===== src/rtl/simon_autoplayer_if.sv =====
`default_nettype none
// ============================================================================
// Module   : simon_autoplayer_if
// Brief    : Button/LED side-band bundle between the Simon core and autoplayer.
// Revision : 1.0
// ============================================================================
interface simon_autoplayer_if;
  logic [15:0] ticks_per_milli;
  logic        enable;
  logic [3:0]  led;
  logic [3:0]  btn;
  logic        busy;
  logic [5:0]  seq_len;
  logic [7:0]  rounds;
  logic        error;

  modport master (
    output ticks_per_milli, enable, led,
    input  btn, busy, seq_len, rounds, error
  );

  modport slave (
    input  ticks_per_milli, enable, led,
    output btn, busy, seq_len, rounds, error
  );
endinterface
`default_nettype wire


===== src/rtl/simon_autoplayer.sv =====
`default_nettype none
// ============================================================================
// Module   : simon_autoplayer
// Brief    : Records the LED sequence shown by the Simon core, then replays it
//            on the buttons once the board has gone quiet.
// Revision : 1.0
// ============================================================================
module simon_autoplayer #(
  parameter int DEPTH    = 32,
  parameter int IDLE_MS  = 800,
  parameter int PRESS_MS = 200,
  parameter int GAP_MS   = 200
) (
  input  logic              clk,
  input  logic              rst,
  simon_autoplayer_if.slave bus
);
  localparam int AW = (DEPTH > 1) ? $clog2(DEPTH) : 1;

  localparam logic [1:0] C_LISTEN  = 2'd0;
  localparam logic [1:0] C_PRESS   = 2'd1;
  localparam logic [1:0] C_RELEASE = 2'd2;

  localparam logic [5:0]    C_DEPTH      = 6'(DEPTH);
  localparam logic [15:0]   C_IDLE_LAST  = 16'(IDLE_MS - 1);
  localparam logic [15:0]   C_PRESS_LAST = 16'(PRESS_MS - 1);
  localparam logic [15:0]   C_GAP_LAST   = 16'(GAP_MS - 1);
  localparam logic [AW-1:0] C_IDX0       = '0;

  logic [1:0]    r_state;
  logic [3:0]    r_led_q;
  logic [3:0]    r_led_prev;
  logic [3:0]    r_btn;
  logic          r_busy;
  logic          r_error;
  logic [5:0]    r_seq_len;
  logic [7:0]    r_rounds;
  logic [AW-1:0] r_idx;
  logic [15:0]   r_pre;
  logic [15:0]   r_ms;
  logic [1:0]    r_mem [DEPTH];

  logic [15:0]   w_tpm_last;
  logic          w_tick;
  logic          w_led_any;
  logic          w_onehot;
  logic          w_multi;
  logic          w_rec;
  logic          w_wr;
  logic [1:0]    w_led_idx;
  logic          w_last;
  logic [AW-1:0] w_next_idx;
  logic [3:0]    w_first_btn;
  logic [3:0]    w_next_btn;

  // A zero ticks_per_milli behaves like one, so the tick fires every cycle.
  assign w_tpm_last  = (bus.ticks_per_milli == 16'd0) ? 16'd0 : bus.ticks_per_milli - 16'd1;
  assign w_tick      = (r_pre == w_tpm_last);
  assign w_led_any   = |r_led_q;
  assign w_onehot    = w_led_any && ((r_led_q & (r_led_q - 4'd1)) == 4'd0);
  assign w_multi     = w_led_any && !w_onehot;
  assign w_rec       = w_onehot && (r_led_q != r_led_prev);
  assign w_wr        = (r_state == C_LISTEN) && bus.enable && w_rec && (r_seq_len != C_DEPTH);
  assign w_last      = ((6'(r_idx) + 6'd1) == r_seq_len);
  assign w_next_idx  = r_idx + AW'(1);
  assign w_first_btn = 4'b0001 << r_mem[C_IDX0];
  assign w_next_btn  = 4'b0001 << r_mem[w_next_idx];

  always_comb begin
    w_led_idx = 2'd0;
    case (r_led_q)
      4'b0010: w_led_idx = 2'd1;
      4'b0100: w_led_idx = 2'd2;
      4'b1000: w_led_idx = 2'd3;
      default: w_led_idx = 2'd0;
    endcase
  end

  always_ff @(posedge clk) begin
    if (w_wr) begin
      r_mem[r_seq_len[AW-1:0]] <= w_led_idx;
    end
  end

  always_ff @(posedge clk) begin
    if (rst) begin
      r_state    <= C_LISTEN;
      r_led_q    <= 4'd0;
      r_led_prev <= 4'd0;
      r_btn      <= 4'd0;
      r_busy     <= 1'b0;
      r_error    <= 1'b0;
      r_seq_len  <= 6'd0;
      r_rounds   <= 8'd0;
      r_idx      <= '0;
      r_pre      <= 16'd0;
      r_ms       <= 16'd0;
    end else begin
      r_led_q <= bus.led;
      // Tracking led_q every cycle also covers the load on entry to LISTEN,
      // which keeps feedback from the last press out of the next round.
      r_led_prev <= r_led_q;
      r_pre      <= w_tick ? 16'd0 : r_pre + 16'd1;
      if (!bus.enable) begin
        r_state   <= C_LISTEN;
        r_btn     <= 4'd0;
        r_busy    <= 1'b0;
        r_seq_len <= 6'd0;
        r_idx     <= '0;
        r_pre     <= 16'd0;
        r_ms      <= 16'd0;
      end else begin
        case (r_state)
          C_LISTEN: begin
            if (w_multi) begin
              r_error   <= 1'b1;
              r_seq_len <= 6'd0;
              r_ms      <= 16'd0;
              r_pre     <= 16'd0;
            end else if (w_led_any) begin
              r_ms  <= 16'd0;
              r_pre <= 16'd0;
              if (w_rec) begin
                if (r_seq_len == C_DEPTH) begin
                  r_error <= 1'b1;
                end else begin
                  r_seq_len <= r_seq_len + 6'd1;
                end
              end
            end else if (w_tick && (r_seq_len != 6'd0)) begin
              if (r_ms == C_IDLE_LAST) begin
                r_state <= C_PRESS;
                r_idx   <= '0;
                r_busy  <= 1'b1;
                r_btn   <= w_first_btn;
                r_ms    <= 16'd0;
                r_pre   <= 16'd0;
              end else begin
                r_ms <= r_ms + 16'd1;
              end
            end
          end
          C_PRESS: begin
            if (w_tick) begin
              if (r_ms == C_PRESS_LAST) begin
                r_state <= C_RELEASE;
                r_btn   <= 4'd0;
                r_ms    <= 16'd0;
                r_pre   <= 16'd0;
              end else begin
                r_ms <= r_ms + 16'd1;
              end
            end
          end
          C_RELEASE: begin
            if (w_tick) begin
              if (r_ms == C_GAP_LAST) begin
                r_ms  <= 16'd0;
                r_pre <= 16'd0;
                if (w_last) begin
                  r_state   <= C_LISTEN;
                  r_seq_len <= 6'd0;
                  r_busy    <= 1'b0;
                  if (r_rounds != 8'hFF) begin
                    r_rounds <= r_rounds + 8'd1;
                  end
                end else begin
                  r_state <= C_PRESS;
                  r_idx   <= w_next_idx;
                  r_btn   <= w_next_btn;
                end
              end else begin
                r_ms <= r_ms + 16'd1;
              end
            end
          end
          default: begin
            r_state <= C_LISTEN;
            r_btn   <= 4'd0;
            r_busy  <= 1'b0;
          end
        endcase
      end
    end
  end

  assign bus.btn     = r_btn;
  assign bus.busy    = r_busy;
  assign bus.seq_len = r_seq_len;
  assign bus.rounds  = r_rounds;
  assign bus.error   = r_error;
endmodule
`default_nettype wire


===== src/flat_wrapper.sv =====
// flat-port wrapper written by rule: the top's interface ports become plain ports
module simon_autoplayer_flat 
#(
  parameter int DEPTH    = 32,
  parameter int IDLE_MS  = 800,
  parameter int PRESS_MS = 200,
  parameter int GAP_MS   = 200
)
  (clk, rst, bus_ticks_per_milli, bus_enable, bus_led, bus_btn, bus_busy, bus_seq_len, bus_rounds, bus_error);
  simon_autoplayer_if bus_i ();
  input  logic clk;
  input  logic rst;
  input wire logic [$bits(bus_i.ticks_per_milli)-1:0] bus_ticks_per_milli;
  input wire logic [$bits(bus_i.enable)-1:0] bus_enable;
  input wire logic [$bits(bus_i.led)-1:0] bus_led;
  output wire logic [$bits(bus_i.btn)-1:0] bus_btn;
  output wire logic [$bits(bus_i.busy)-1:0] bus_busy;
  output wire logic [$bits(bus_i.seq_len)-1:0] bus_seq_len;
  output wire logic [$bits(bus_i.rounds)-1:0] bus_rounds;
  output wire logic [$bits(bus_i.error)-1:0] bus_error;
  assign bus_i.ticks_per_milli = bus_ticks_per_milli;
  assign bus_i.enable = bus_enable;
  assign bus_i.led = bus_led;
  assign bus_btn = bus_i.btn;
  assign bus_busy = bus_i.busy;
  assign bus_seq_len = bus_i.seq_len;
  assign bus_rounds = bus_i.rounds;
  assign bus_error = bus_i.error;
  simon_autoplayer #(.DEPTH(DEPTH), .IDLE_MS(IDLE_MS), .PRESS_MS(PRESS_MS), .GAP_MS(GAP_MS)) u_core (.clk(clk), .rst(rst), .bus(bus_i));
endmodule

===== config.mk =====
export PLATFORM = sky130hd
export DESIGN_NAME = simon_autoplayer_flat
export DESIGN_NICKNAME = d
export VERILOG_FILES = /design/src/rtl/simon_autoplayer_if.sv /design/src/rtl/simon_autoplayer.sv /design/src/flat_wrapper.sv
export SDC_FILE = /design/constraint.sdc
export NUM_CORES = 1
export LEC_CHECK = 0
export ABC_CLOCK_PERIOD_IN_PS = 10300
export BUFFER_PORTS_ARGS = -buffer_cell sky130_fd_sc_hd__buf_2
export CAP_MARGIN = 10
export CORE_AREA = 2 2 154 141
export DETAILED_ROUTE_END_ITERATION = 7
export DIE_AREA = 0 0 156 143
export PLACE_DENSITY = 0.59
export SKIP_LAST_GASP = 1
export SLEW_MARGIN = 20
export SYNTH_ARGS = -nofsm -noshare
export SYNTH_HDL_FRONTEND = slang
export SYNTH_SLANG_ARGS = --single-unit

===== constraint.sdc =====
create_clock -name clk -period 10.3 [get_ports clk]
set_clock_uncertainty 0.2 [all_clocks]
set_input_delay 0.515 -clock clk [delete_from_list [all_inputs] [get_ports clk]]
set_output_delay 0.515 -clock clk [all_outputs]
set_load 0.02 [all_outputs]

# Word level (Yosys, flattened, before mapping)
# Memories as Yosys holds them, arrays and structs flattened.
# Index checks and enable logic that the tools add are counted.
dict set report classes {
  add_sub_neg 8
  n_eq_ne 28
  n_shift 2
  mux 67
  n_bitwise 3
  reduce_logical 28
}
# cell n
set ops {}
lappend ops {{16-bit two-way mux} 14}
lappend ops {{16-bit one-hot mux with 2 select lines} 2}
lappend ops {{6-bit two-way mux} 7}
lappend ops {{4-bit two-way mux} 9}
lappend ops {{5-bit two-way mux} 7}
lappend ops {{16-bit by 1-bit adder with 16-bit output (second input constant)} 2}
lappend ops {{8-bit AND reduction} 3}
lappend ops {{16-bit by 10-bit equality test with 1-bit output (second input constant)} 1}
lappend ops {{16-bit equality test} 1}
lappend ops {{16-bit by 8-bit equality test with 1-bit output (second input constant)} 1}
lappend ops {{16-bit logical NOT} 1}
lappend ops {{2-bit two-way mux} 8}
lappend ops {{16-bit by 1-bit subtractor with 16-bit output (second input constant)} 1}
lappend ops {{1-bit two-way mux} 14}
lappend ops {{2-bit by 1-bit inequality test with 1-bit output (second input constant)} 6}
lappend ops {{2-bit one-hot mux with 3 select lines} 2}
lappend ops {{4-bit one-hot mux with 3 select lines} 1}
lappend ops {{6-bit one-hot mux with 2 select lines} 1}
lappend ops {{2-bit inequality test (second input constant)} 5}
lappend ops {{5-bit one-hot mux with 2 select lines} 1}
lappend ops {{2-bit nonzero test} 5}
lappend ops {{9-bit AND reduction} 1}
lappend ops {{8-bit by 1-bit adder with 8-bit output (second input constant)} 1}
lappend ops {{8-bit inequality test (second input constant)} 1}
lappend ops {{other kinds (31)} 41}
dict set report word_totals {
  register_bits 67
  ramBits 64
  n_memories 1
}
# memory depth word_bits read_ports rd_ports_with_merged_regs wr line_no
set memory_table {}
lappend memory_table {u_core.r_mem 32 2 2 0 1 simon_autoplayer.sv:41} ;# logic [1:0] r_mem [DEPTH];

# Logic depth before layout (Yosys ltp)
# Gate-level depths: netlist of run 1.
dict set report depth {
  depth_word 9
  ltp_mapped 13
}

# Worst setup path before layout of run 1
# Ideal clock, no wire load.
dict set report synth_path {
  path_type {input to register}
  start {input bus_ticks_per_milli[6]}
  end {register u_core.r_rounds[5] (netlist: u_core.bus.rounds[5])}
  setup_time_ns 0.071
  arrival_ns 3.496
  t_required_ns 10.029
  path_slack_ns 6.533
  path_stages 13
  path_buffers 4
  cell_sequence {buf_6 -> or3_1 -> buf_2 -> nor4_4 -> a211oi_1 -> a2111o_1 -> a2111oi_2 -> and4_1 -> buf_6 -> nand3_4 -> buf_6 -> or4_1 -> a21oi_1}
}
dict set report synth_via {
  elab_chain_len 4
}
# item line_no
set synth_rtl {}
lappend synth_rtl {{from (decl)} flat_wrapper.sv:13} ;# input wire logic [$bits(bus_i.ticks_per_milli)-1:0] bus_ticks_per_milli;
lappend synth_rtl {{16-bit by 1-bit subtractor with 16-bit output or 16-bit logical NOT (tied branches)} simon_autoplayer.sv:57} ;# assign w_tpm_last = (bus.ticks_per_milli == 16'd0) ? 16'd0 : bus.ticks_per_milli - 16'd1;
lappend synth_rtl {{16-bit two-way mux *} simon_autoplayer.sv:57}
lappend synth_rtl {{16-bit equality test *} simon_autoplayer.sv:58} ;# assign w_tick = (r_pre == w_tpm_last);
lappend synth_rtl {{6-bit AND reduction (no source line) *} n/a}
lappend synth_rtl {{to (signal assigned)} simon_autoplayer.sv:165} ;# r_rounds <= r_rounds + 8'd1;
lappend synth_rtl {{to (decl)} simon_autoplayer.sv:37} ;# logic [7:0] r_rounds;
# Mark *: on every way between the ends. The rest lies on a longest branch, timed or not.
# A chain may end at the register's enable or synchronous reset.

# Final worst setup path of run 1
dict set report layout_path {
  start {input bus_ticks_per_milli[3]}
  end {register u_core.r_ms[0]}
}
dict set report layout_via {
  elab_chain_len 6
}
# item line_no
set layout_rtl {}
lappend layout_rtl {{16-bit by 1-bit subtractor with 16-bit output or 16-bit logical NOT (tied branches)} simon_autoplayer.sv:57}
lappend layout_rtl {{16-bit two-way mux *} simon_autoplayer.sv:57}
lappend layout_rtl {{16-bit equality test *} simon_autoplayer.sv:58}
lappend layout_rtl {{1-bit logical AND} simon_autoplayer.sv:130} ;# end else if (w_tick && (r_seq_len != 6'd0)) begin
lappend layout_rtl {{4-bit by 2-bit inequality test with 1-bit output (no source line)} n/a}
lappend layout_rtl {{3-bit AND reduction (no source line) *} n/a}
lappend layout_rtl {{to (signal assigned)} simon_autoplayer.sv:139} ;# r_ms <= r_ms + 16'd1;
lappend layout_rtl {{to (signal assigned)} simon_autoplayer.sv:151} ;# r_ms <= r_ms + 16'd1;
lappend layout_rtl {{to (signal assigned)} simon_autoplayer.sv:173} ;# r_ms <= r_ms + 16'd1;
lappend layout_rtl {{to (decl)} simon_autoplayer.sv:40} ;# logic [15:0] r_ms;
# Marked as above.

==> flow_metrics.py, run 1 <==
metrics = {
    "cts": {
        "post-cts-setup-buffer-count": 0,
        "cts.clk_slew.worst_paths_ps": 60,
        "clock-root-buffer": "clkbuf_16",
        "htreeDepth": 4,
        "cts_tree": "done",
        "hold_buffers": 0,
        "cts_buffers": 17,
        "cts_buffer_depth": 2,
        "clock_latency_ps": 430,
        "ctsResizeCount": 0,
        "clock_sinks": 131,
    },
    "die": {
        "io_pins": 43,
        "row_count": 50,
        "core_area_um2": 20600,
        "start_util_pct": 34.7,
        "die_x_um": 156,
        "fp.dieArea_um2": 22300,
        "die_h_um": 143,
    },
    "worst_setup_path": {
        "path_class": "in2reg",
        "ff2ff_path_depth": 9,
        "r2r-end": "u_core.bus.btn[2]$_SDFFE_PP0P_",
        "critPathRequiredTime_ps": 10380,
        "r2r-start": "u_core.r_pre[6]$_SDFF_PP0_",
        "crit_end": "u_core.r_ms[0]$_SDFFE_PP0P_",
        "endpoint_kind": "register",
        "startpoint_type": "input port",
        "arrival_ps": 4170,
        "crit_fanout": 31,
        "reg2reg_slack_ps": 6780,
        "startpoint": "bus_ticks_per_milli[3]",
    },
    "sta": {
        "slew_headroom_pct": 41.2,
        "hold_viol": 0,
        "fmax_mhz": 244,
        "min_period_ps": 4090,
        "worst_pin_slew_ps": 882,
        "setup_viol": 0,
        "rsz0062_at_grt": "no",
        "finalSetupTns_ps": 0,
        "hold_slack_ps": 99.3,
        "maxSlewViolCount": 0,
        "finalCritPeriodShare_pct": 39.7,
    },
    "synthesis": {
        "synth_area_um2": 7150,
        "synth-seq-cells": 131,
        "ys_types": 78,
        "avgSynthCellArea_um2": 10.2,
        "ys_top_cells_by_area": "edfxtp_1 (27%), dfxtp_1 (19%), mux4_2 (6.3%)",
        "syn_nets": 739,
        "async_reset_ff_share_pct": 0,
        "synth_cells": 703,
        "ys_seq_area_share_pct": 45.6,
        "synth_top_area_share_pct": 26.9,
        "ys_warn_count": 0,
        "ys.flop_type": "dfxtp_1",
        "synth_edf_count": 64,
        "synth_largest_area_cell": "edfxtp_1",
    },
    "placed_design": {
        "gp_congestion": 0.845,
        "placed_cell_area_um2": 7590,
        "dp_hpwl_mm": 11.8,
        "portBuffers": 42,
    },
    "power_and_ir_drop": {
        "vdd_drop_max_mv": 0.106,
        "p_per_area_nw_per_um2": 151,
        "power.total_uw": 1240,
        "p_leak_uw": 0.00278,
    },
    "detailed_routing": {
        "wl_met2_mm": 7.45,
        "drt-total-wl_mm": 16.8,
        "detail-route-antenna-nets": 0,
        "drc": 0,
        "vias": 5468,
        "wl_met1_mm": 8.38,
        "maxUsedRoutingLayer": "met4",
        "first_pass_iters": 5,
        "wl_met3_um": 808,
        "routedWlPerCell_um": 16.7,
        "viasPerCell": 5.42,
        "drt_iter0_drc": 450,
    },
    "cells_and_area": {
        "synthToLayoutAreaGrowth_pct": 14.7,
        "n_antenna_cell": 0,
        "final_cell_mix": "nor2_1 (89), dfxtp_1 (67), edfxtp_1 (64), buf_2 (42), nand2_1 (39)",
        "stdcell_area_um2": 8200,
        "final_core_util_pct": 39.8,
        "final_common_cell": "nor2_1",
        "final_nets": 771,
        "drive_above_1_share_pct": 16.3,
    },
    "run_status": {
        "outcome": "finished, final reports clean",
    },
    "job": {
        "cap_violations": 0,
    },
    "global_route": {
        "grt.overflow.total": 0,
        "grt_start_max_net_pins": 33,
        "antenna_found_initial": 0,
        "grt_pass1_vias": 5089,
        "grtUsageTotal_pct": 15.6,
        "grt_pass1_wl_mm": 27.2,
    },
    "worst_hold_path": {
        "hp-class": "in2reg",
        "hold_start": "bus_led[2]",
    },
}
[worst min path at each step]
stage,cells past startpoint,to
global route,2,u_core.r_led_q[1]$_SDFF_PP0_
detailed placement,2,u_core.bus.error$_SDFFE_PP0P_
floorplan,2,u_core.r_ms[15]$_SDFFE_PP0P_
global placement,2,u_core.bus.error$_SDFFE_PP0P_
finish,2,u_core.r_led_q[2]$_SDFF_PP0_
CTS,2,u_core.r_led_q[3]$_SDFF_PP0_
[report_power, final]
group | leakage [uW] | switching, uW | total, uW | internal [uW]
Clock | 0.000296 | 228 | 612 | 383
Sequential | 0.00115 | 4.33 | 557 | 552
Combinational | 0.00133 | 47.9 | 71.8 | 24.0
[Yosys cell counts, drive strengths merged (19+ instances only)]
| cell type | count |
|---|---|
| a21oi | 34 |
| clkbuf | 26 |
| dfxtp | 67 |
| edfxtp | 64 |
| inv | 24 |
| mux4 | 20 |
| nand2 | 40 |
| nand3 | 28 |
| nor2 | 91 |
| nor3 | 19 |
| o21ai | 25 |
| or4 | 19 |
| xnor2 | 20 |
[sequential cells by signal, summed over array words and instances (netlist names), 4 cells and up]
name                flops
u_core.r_led_prev       4
u_core.bus.btn          4
u_core.r_ms            16
u_core.bus.seq_len      6
u_core.r_pre           16
u_core.r_mem           64
u_core.bus.rounds       8
u_core.r_led_q          4
u_core.r_idx            5
[per-stage QoR]
step / instances / setup WS, ps
after floorplan: 703 / 6530
after global placement: 976 / 5870
after detailed placement: 976 / 5820
after CTS: 1008 / 6250
after global routing: 1008 / 5930
final: 1008 / 6210
[routing by layer]
| layer | vias up | track usage (%) |
|---|---|---|
| met2 | 147 | 23.1 |
| li1 | 2712 | - |
| met1 | 2598 | 22.7 |
| met5 | - | 0 |
| met3 | 11 | 3.34 |
| met4 | 0 | 5.12 |
[worst max-delay path, cell delays in order]
cell and delay (ps):
buf_2 130, or4_1 700, nor4_4 390, a211oi_1 170, a2111oi_0 470, nand4_1 150
nor4bb_1 490, a41oi_2 170, buf_4 270, o21ai_1 590, nor2_1 110
[cell families after synthesis]
group / after synthesis / synth area share (%)
and+or+nand+nor: 297 / 22.4
AOI/OAI and AO/OA: 131 / 12.6
DFF: 131 / 45.6
buffers and inverters: 58 / 3.41
xor gates and xnor gates: 41 / 5.62
muxes: 31 / 7.84
adders and majority gates: 14 / 2.41
[cell type report]
cell class	instances	area [um^2]
inverters	24	90.1
clock buffers	23	522
flip-flops and latches	131	3260
clock inverters	9	90.1
multi-input cells	514	3660
well taps	260	325
fillers	1953	12400
repair buffers	47	248
(Power assumes the default switching activity.)
==> inputs of run 2 (changes only) <==
ABC_AREA = 1   (was default)
ABC_CLOCK_PERIOD_IN_PS = 3350   (was 10300)
CORE_AREA = 2 2 159 146   (was 2 2 154 141)
DIE_AREA = 0 0 161 148   (was 0 0 156 143)
PLACE_DENSITY = 0.61   (was 0.59)
clock period = 3.35 ns   (was 10.3 ns; I/O delays follow)
==> run 2 against run 1 <==
  * Non-clock buffer count rose by 17
  * Global-route usage rose by 1.1 points
  * Largest power group unchanged
  * Clock power rose to 3.0 times the previous value
  * First-iteration DRC count rose by 27%
  * Combinational power rose to 4.0 times the previous value
  * Critical path depth rose by 2
  * Synthesized cell count rose by 43%
  * Utilization rose by 0.26 points
==> flow_metrics.py, run 2 <==
metrics = {
    "synthesis": {
        "synth_cells": 1008,
        "ys_seq_area_share_pct": 42.8,
        "ys_warn_count": 0,
        "synth_edf_count": 64,
        "synth_area_um2": 7630,
        "synth-seq-cells": 131,
        "ys.flop_type": "dfxtp_1",
        "synth_common_cells": "nand2_1 (211), nor2_1 (164), inv_1 (119), dfxtp_1 (67), edfxtp_1 (64)",
        "ys_top_cells_by_area": "edfxtp_1 (25%), dfxtp_1 (18%), nand2_1 (10%)",
        "synth_largest_area_cell": "edfxtp_1",
        "ys_types": 48,
        "synth_top_area_share_pct": 25.2,
        "avgSynthCellArea_um2": 7.57,
        "syn_nets": 1044,
        "async_reset_ff_share_pct": 0,
        "yosysMostFrequentCell": "nand2_1",
    },
    "global_route": {
        "grtUsageTotal_pct": 16.7,
        "antenna_found_initial": 0,
        "grt.overflow.total": 0,
        "grt_start_max_net_pins": 34,
        "grt_pass1_vias": 6411,
        "grt_pass1_wl_mm": 32.2,
    },
    "cells_and_area": {
        "largest_reg_flops": 64,
        "final_cell_mix": "nand2_1 (211), nor2_1 (163), inv_1 (119), dfxtp_1 (67), edfxtp_1 (64)",
        "n_antenna_cell": 0,
        "final_common_cell": "nand2_1",
        "drive_above_1_share_pct": 11.6,
        "synthToLayoutAreaGrowth_pct": 16.3,
        "fill_cells": 2270,
        "final_nets": 1098,
    },
    "sta": {
        "min_period_ps": 2950,
        "worst_pin_slew_ps": 755,
        "finalSetupTns_ps": 0,
        "setup_slack_ps": 403,
        "slew_headroom_pct": 49.5,
        "hold_viol": 0,
        "maxSlewViolCount": 0,
        "finalCritPeriodShare_pct": 88.0,
        "setup_viol": 0,
        "rsz0062_at_grt": "no",
        "fmax_mhz": 339,
    },
    "placed_design": {
        "dp_hpwl_mm": 13.7,
        "portBuffers": 42,
        "gp_congestion": 0.910,
        "dp_slack_ps": 479,
    },
    "power_and_ir_drop": {
        "vdd_drop_max_mv": 0.311,
        "internal_power_uw": 2790,
        "p_per_area_nw_per_um2": 432,
        "p_leak_uw": 0.00340,
        "combPwrFrac_pct": 7.5,
        "p_clk_share_pct": 47.7,
        "power_switching_share_pct": 27.2,
        "seqPwrFrac_pct": 44.8,
        "p_sw_uw": 1040,
    },
    "cts": {
        "cts_tree": "done",
        "htreeDepth": 4,
        "post-cts-setup-buffer-count": 0,
        "hold_buffers": 10,
        "ctsResizeCount": 0,
        "clock_sinks": 131,
        "cts_buffer_depth": 2,
        "cts.clk_slew.worst_paths_ps": 60,
        "clock-root-buffer": "clkbuf_16",
        "cts_buffers": 17,
        "clock_latency_ps": 430,
    },
    "detailed_routing": {
        "detail-route-antenna-nets": 0,
        "routedWlPerCell_um": 13.7,
        "vias": 6728,
        "drt_iter0_drc": 570,
        "viasPerCell": 4.90,
        "first_pass_iters": 5,
        "drt-total-wl_mm": 18.9,
        "drc": 0,
    },
    "worst_setup_path": {
        "cp_num_buf_inv": 3,
        "path_class": "reg2reg",
        "critPathRequiredTime_ps": 3470,
        "arrival_ps": 3070,
        "worst_path_max_delay_cell": "nor4_1",
        "endpoint_kind": "register",
        "crit_fanout": 5,
        "crit_chain": "ha_1 -> nand2_1 -> nor2_1 -> inv_1 -> nor4_1 -> buf_4 -> inv_1 -> nand2_1 -> nand2_2 -> nor2_1 -> nand2_1 -> nor2_1 -> nor2_1",
        "cpMostUsedCell": "nor2_1",
        "slowest_delay_ps": 630,
        "startpoint_type": "register",
        "critPathTopFamily": "simple AND/OR/NAND/NOR gates",
    },
    "die": {
        "die_x_um": 161,
        "fp.dieArea_um2": 23800,
        "row_count": 52,
        "core_area_um2": 22100,
        "start_util_pct": 34.5,
        "io_pins": 43,
        "die_h_um": 148,
    },
    "run_status": {
        "outcome": "finished, final reports clean",
    },
    "worst_hold_path": {
        "hp-class": "reg2reg",
    },
    "job": {
        "cap_violations": 0,
    },
}
==> run 2: changes by cell type in the layout (fill, tap and decap cells not counted), moves of 12 or more <==
cell / delta
nand2_1: +172
inv_1: +95
nor2_1: +74
nand3_1: +32
mux4_2: -20
or4_1: -18
o21ai_0: +17
nand4_1: +15
o221ai_1: +15
nor2b_1: -13
or3_1: -13
nor3_1: +12
==> run 2: kinds of logic after synthesis <==
kind of cell,after synthesis,share of synthesized area (%)
flip-flops,131,42.8
buffers and inverters,152,7.91
XOR/XNOR,34,4.00
AND/OR/NAND/NOR,545,32.2
adder cells (fa/ha/maj),13,2.13
AO/OA/AOI/OAI,118,9.02
multiplexers,15,1.97
==> run 2: power by group through the flow <==
stage,registers (uW),clock network (uW),logic [uW]
floorplan,1750,0,184
CTS,1710,1860,289
global placement,1750,0,276
global route,1720,1930,329
detailed placement,1750,0,279
finish,1720,1830,287
==> run 2: stage by stage <==
step / std cells / utilization, % / cell area [um^2] / hold slack (ps) / power [uW]
4_1_cts: 1372 / 40.1 / 8870 / 261 / 3870
3_3_place_gp: 1330 / 37.0 / 8180 / 181 / 2030
2_1_floorplan: 1008 / - / 7630 / 74.5 / 1930
3_5_place_dp: 1330 / 37.0 / 8190 / 184 / 2030
6_report: 1372 / 40.1 / 8870 / 257 / 3830
5_1_grt: 1372 / 40.1 / 8870 / 275 / 3980
==> run 2: area by class of cell <==
cell class / count / area (um^2) / area share [%]
clock buffer: 17 / 425 / 4.80
clock inverter: 15 / 151 / 1.71
inverter: 123 / 462 / 5.21
multi-input combinational: 725 / 3800 / 42.8
sequential: 131 / 3260 / 36.8
tap: 297 / 372 / 4.19
timing repair buffer: 64 / 400 / 4.51
==> run 2: final timing paths <==
kind | cells past startpoint | startpoint | slack, ps | to
max | 13 | u_core.r_ms[0]$_SDFFE_PP0P_ | 400 | u_core.bus.busy$_SDFFE_PP0P_
min | 2 | u_core.bus.error$_SDFFE_PP0P_ | 260 | u_core.bus.error$_SDFFE_PP0P_
max reg2reg | 13 | u_core.r_ms[0]$_SDFFE_PP0P_ | 400 | u_core.bus.busy$_SDFFE_PP0P_
min reg2reg | 2 | u_core.bus.error$_SDFFE_PP0P_ | 260 | u_core.bus.error$_SDFFE_PP0P_
==> run 2: worst register-to-register path: stages, from the launching register on <==
cell     delay (ps)
dfxtp_1         410
ha_1            220
nand2_1         130
nor2_1          270
inv_1           100
nor4_1          630
buf_4           240
inv_1            50
nand2_1          70
nand2_2         100
nor2_1          170
nand2_1         110
nor2_1          110
nor2_1           50
==> run 2: layer usage <==
layer	vias up	part of all wire [%]	GRT usage, %
li1	3459	-	-
met1	3083	48	22.6
met2	162	45	26.7
met3	24	5.0	3.70
met4	0	1.7	5.09
met5	-	0	0
==> inputs of run 3 (changes only) <==
ABC_AREA = default   (was 1)
CORE_AREA = 2 2 154 141   (was 2 2 159 146)
DIE_AREA = 0 0 156 143   (was 0 0 161 148)
==> run 3 against run 2 <==
  * Maximum frequency is 5.4% lower
  * Global-route usage is 0.32 points higher
  * Non-clock buffer count is 59 higher
  * Worst setup slack worse by 170 ps
  * Utilization is 3.2 points higher
  * Flip-flop and latch count stayed put
  * Via count is 13% lower
  * Critical path type is now in2reg
==> flow_metrics.py, run 3 (same netlist as run 1, synthesis figures left out) <==
metrics = {
    "run_status": {
        "outcome": "finished, final reports clean",
    },
    "power_and_ir_drop": {
        "power.total_uw": 3960,
        "p_leak_uw": 0.00321,
        "vdd_drop_max_mv": 0.334,
        "p_per_area_nw_per_um2": 444,
    },
    "die": {
        "die_x_um": 156,
        "fp.dieArea_um2": 22300,
        "die_h_um": 143,
        "core_area_um2": 20600,
        "io_pins": 43,
        "row_count": 50,
        "start_util_pct": 34.7,
    },
    "job": {
        "cap_violations": 0,
    },
    "cts": {
        "ctsResizeCount": 0,
        "cts_tree": "done",
        "cts.clk_slew.worst_paths_ps": 50,
        "clock-root-buffer": "clkbuf_16",
        "clock_latency_ps": 420,
        "cts_buffers": 17,
        "htreeDepth": 4,
        "cts_buffer_depth": 2,
        "clock_sinks": 131,
    },
    "cells_and_area": {
        "synthToLayoutAreaGrowth_pct": 24.5,
        "final_nets": 847,
        "drive_above_1_share_pct": 23.2,
        "stdcell_area_um2": 8900,
        "largest_reg_flops": 64,
        "seq_area_um2": 3260,
        "final_cell_mix": "nor2_1 (89), dfxtp_1 (67), buf_4 (65), edfxtp_1 (64), buf_2 (42)",
        "n_antenna_cell": 0,
        "final_common_cell": "nor2_1",
        "multi_input_area_um2": 3680,
        "fill_cells": 1932,
    },
    "global_route": {
        "grtUsageTotal_pct": 17.0,
        "grt_pass1_vias": 5522,
        "antenna_found_initial": 0,
        "grt_pass1_wl_mm": 29.7,
        "grt_start_max_net_pins": 33,
        "grt.overflow.total": 0,
    },
    "detailed_routing": {
        "detail-route-antenna-nets": 0,
        "viasPerCell": 5.40,
        "vias": 5853,
        "drt_iter0_drc": 557,
        "routedWlPerCell_um": 16.6,
        "first_pass_iters": 5,
        "drc": 0,
        "drt-total-wl_mm": 18.0,
    },
    "worst_setup_path": {
        "worst_path_max_delay_cell": "or4_4",
        "arrival_ps": 3210,
        "endpoint_kind": "register",
        "critPathRequiredTime_ps": 3450,
        "startpoint_type": "input port",
        "cp_num_buf_inv": 4,
        "crit_chain": "buf_2 -> or4_4 -> buf_4 -> nor2_2 -> xnor2_1 -> a2111o_1 -> a2111oi_2 -> and4_1 -> buf_12 -> a41oi_4 -> o31ai_1 -> buf_4 -> o22ai_1",
        "slowest_delay_ps": 570,
        "cpMostUsedCell": "buf_4",
        "crit_fanout": 10,
        "path_class": "in2reg",
        "critPathTopFamily": "compound AO/OA/AOI/OAI gates",
    },
    "sta": {
        "setup_viol": 0,
        "worst_pin_slew_ps": 699,
        "finalCritPeriodShare_pct": 93.0,
        "setup_slack_ps": 236,
        "rsz0062_at_grt": "no",
        "hold_viol": 0,
        "maxSlewViolCount": 0,
        "fmax_mhz": 321,
        "slew_headroom_pct": 53.0,
        "min_period_ps": 3110,
    },
    "placed_design": {
        "portBuffers": 42,
        "dp_slack_ps": -170,
        "dp_hpwl_mm": 12.9,
        "placed_cell_area_um2": 8160,
        "gp_congestion": 0.933,
    },
    "worst_hold_path": {
        "hp-class": "reg2reg",
    },
}
==> run 3: per-stage QoR <==
step	hold WS, ps	TNS (ps)	instances	util (%)
3_5_place_dp	184	-3870	1041	39.6
4_1_cts	276	0	1084	43.3
5_1_grt	311	0	1084	43.3
6_report	271	0	1084	43.3
3_3_place_gp	177	-2490	1041	39.6
2_1_floorplan	95.7	-22.7	703	-
==> run 3: worst min-delay path, cell delays in order, from the launching register on <==
cell and delay, ps:
dfxtp_1 300, inv_1 50, o22ai_1 70
==> run 3: layout make-up <==
cell class,instances,share of cell area (%)
timing repair buffer,123,10.2
clock buffer,22,5.93
tap,260,3.65
sequential,131,36.6
clock inverter,10,1.25
multi-input combinational,514,41.3
inverter,24,1.01
==> run 3: final timing paths <==
path / start / to / slack, ps / depth (start not counted)
max: bus_ticks_per_milli[3] / u_core.bus.btn[0]$_SDFFE_PP0P_ / 240 / 13
min: u_core.bus.btn[3]$_SDFFE_PP0P_ / u_core.bus.btn[3]$_SDFFE_PP0P_ / 270 / 2
max reg2reg: u_core.r_pre[13]$_SDFF_PP0_ / u_core.bus.btn[0]$_SDFFE_PP0P_ / 280 / 11
min reg2reg: u_core.bus.btn[3]$_SDFFE_PP0P_ / u_core.bus.btn[3]$_SDFFE_PP0P_ / 270 / 2
==> run 3: repair_timing <==
item,in CTS,in global routing
setup buffers,0,0
endpoints found under the hold margin,17,0
hold buffers,11,0
==> run 3: report_power, final <==
group	internal [uW]	total [uW]	leakage [uW]	switching (uW)
Clock	1270	1970	0.000319	703
Sequential	1700	1710	0.00115	13.6
Combinational	114	274	0.00174	160
==> run 3: per-layer routing <==
layer	part of all wire, %	track usage [%]	up-vias
met5	0	0	-
met4	0.90	3.81	0
met1	50	25.0	2845
met2	45	25.5	114
li1	-	-	2880
met3	3.8	3.95	14
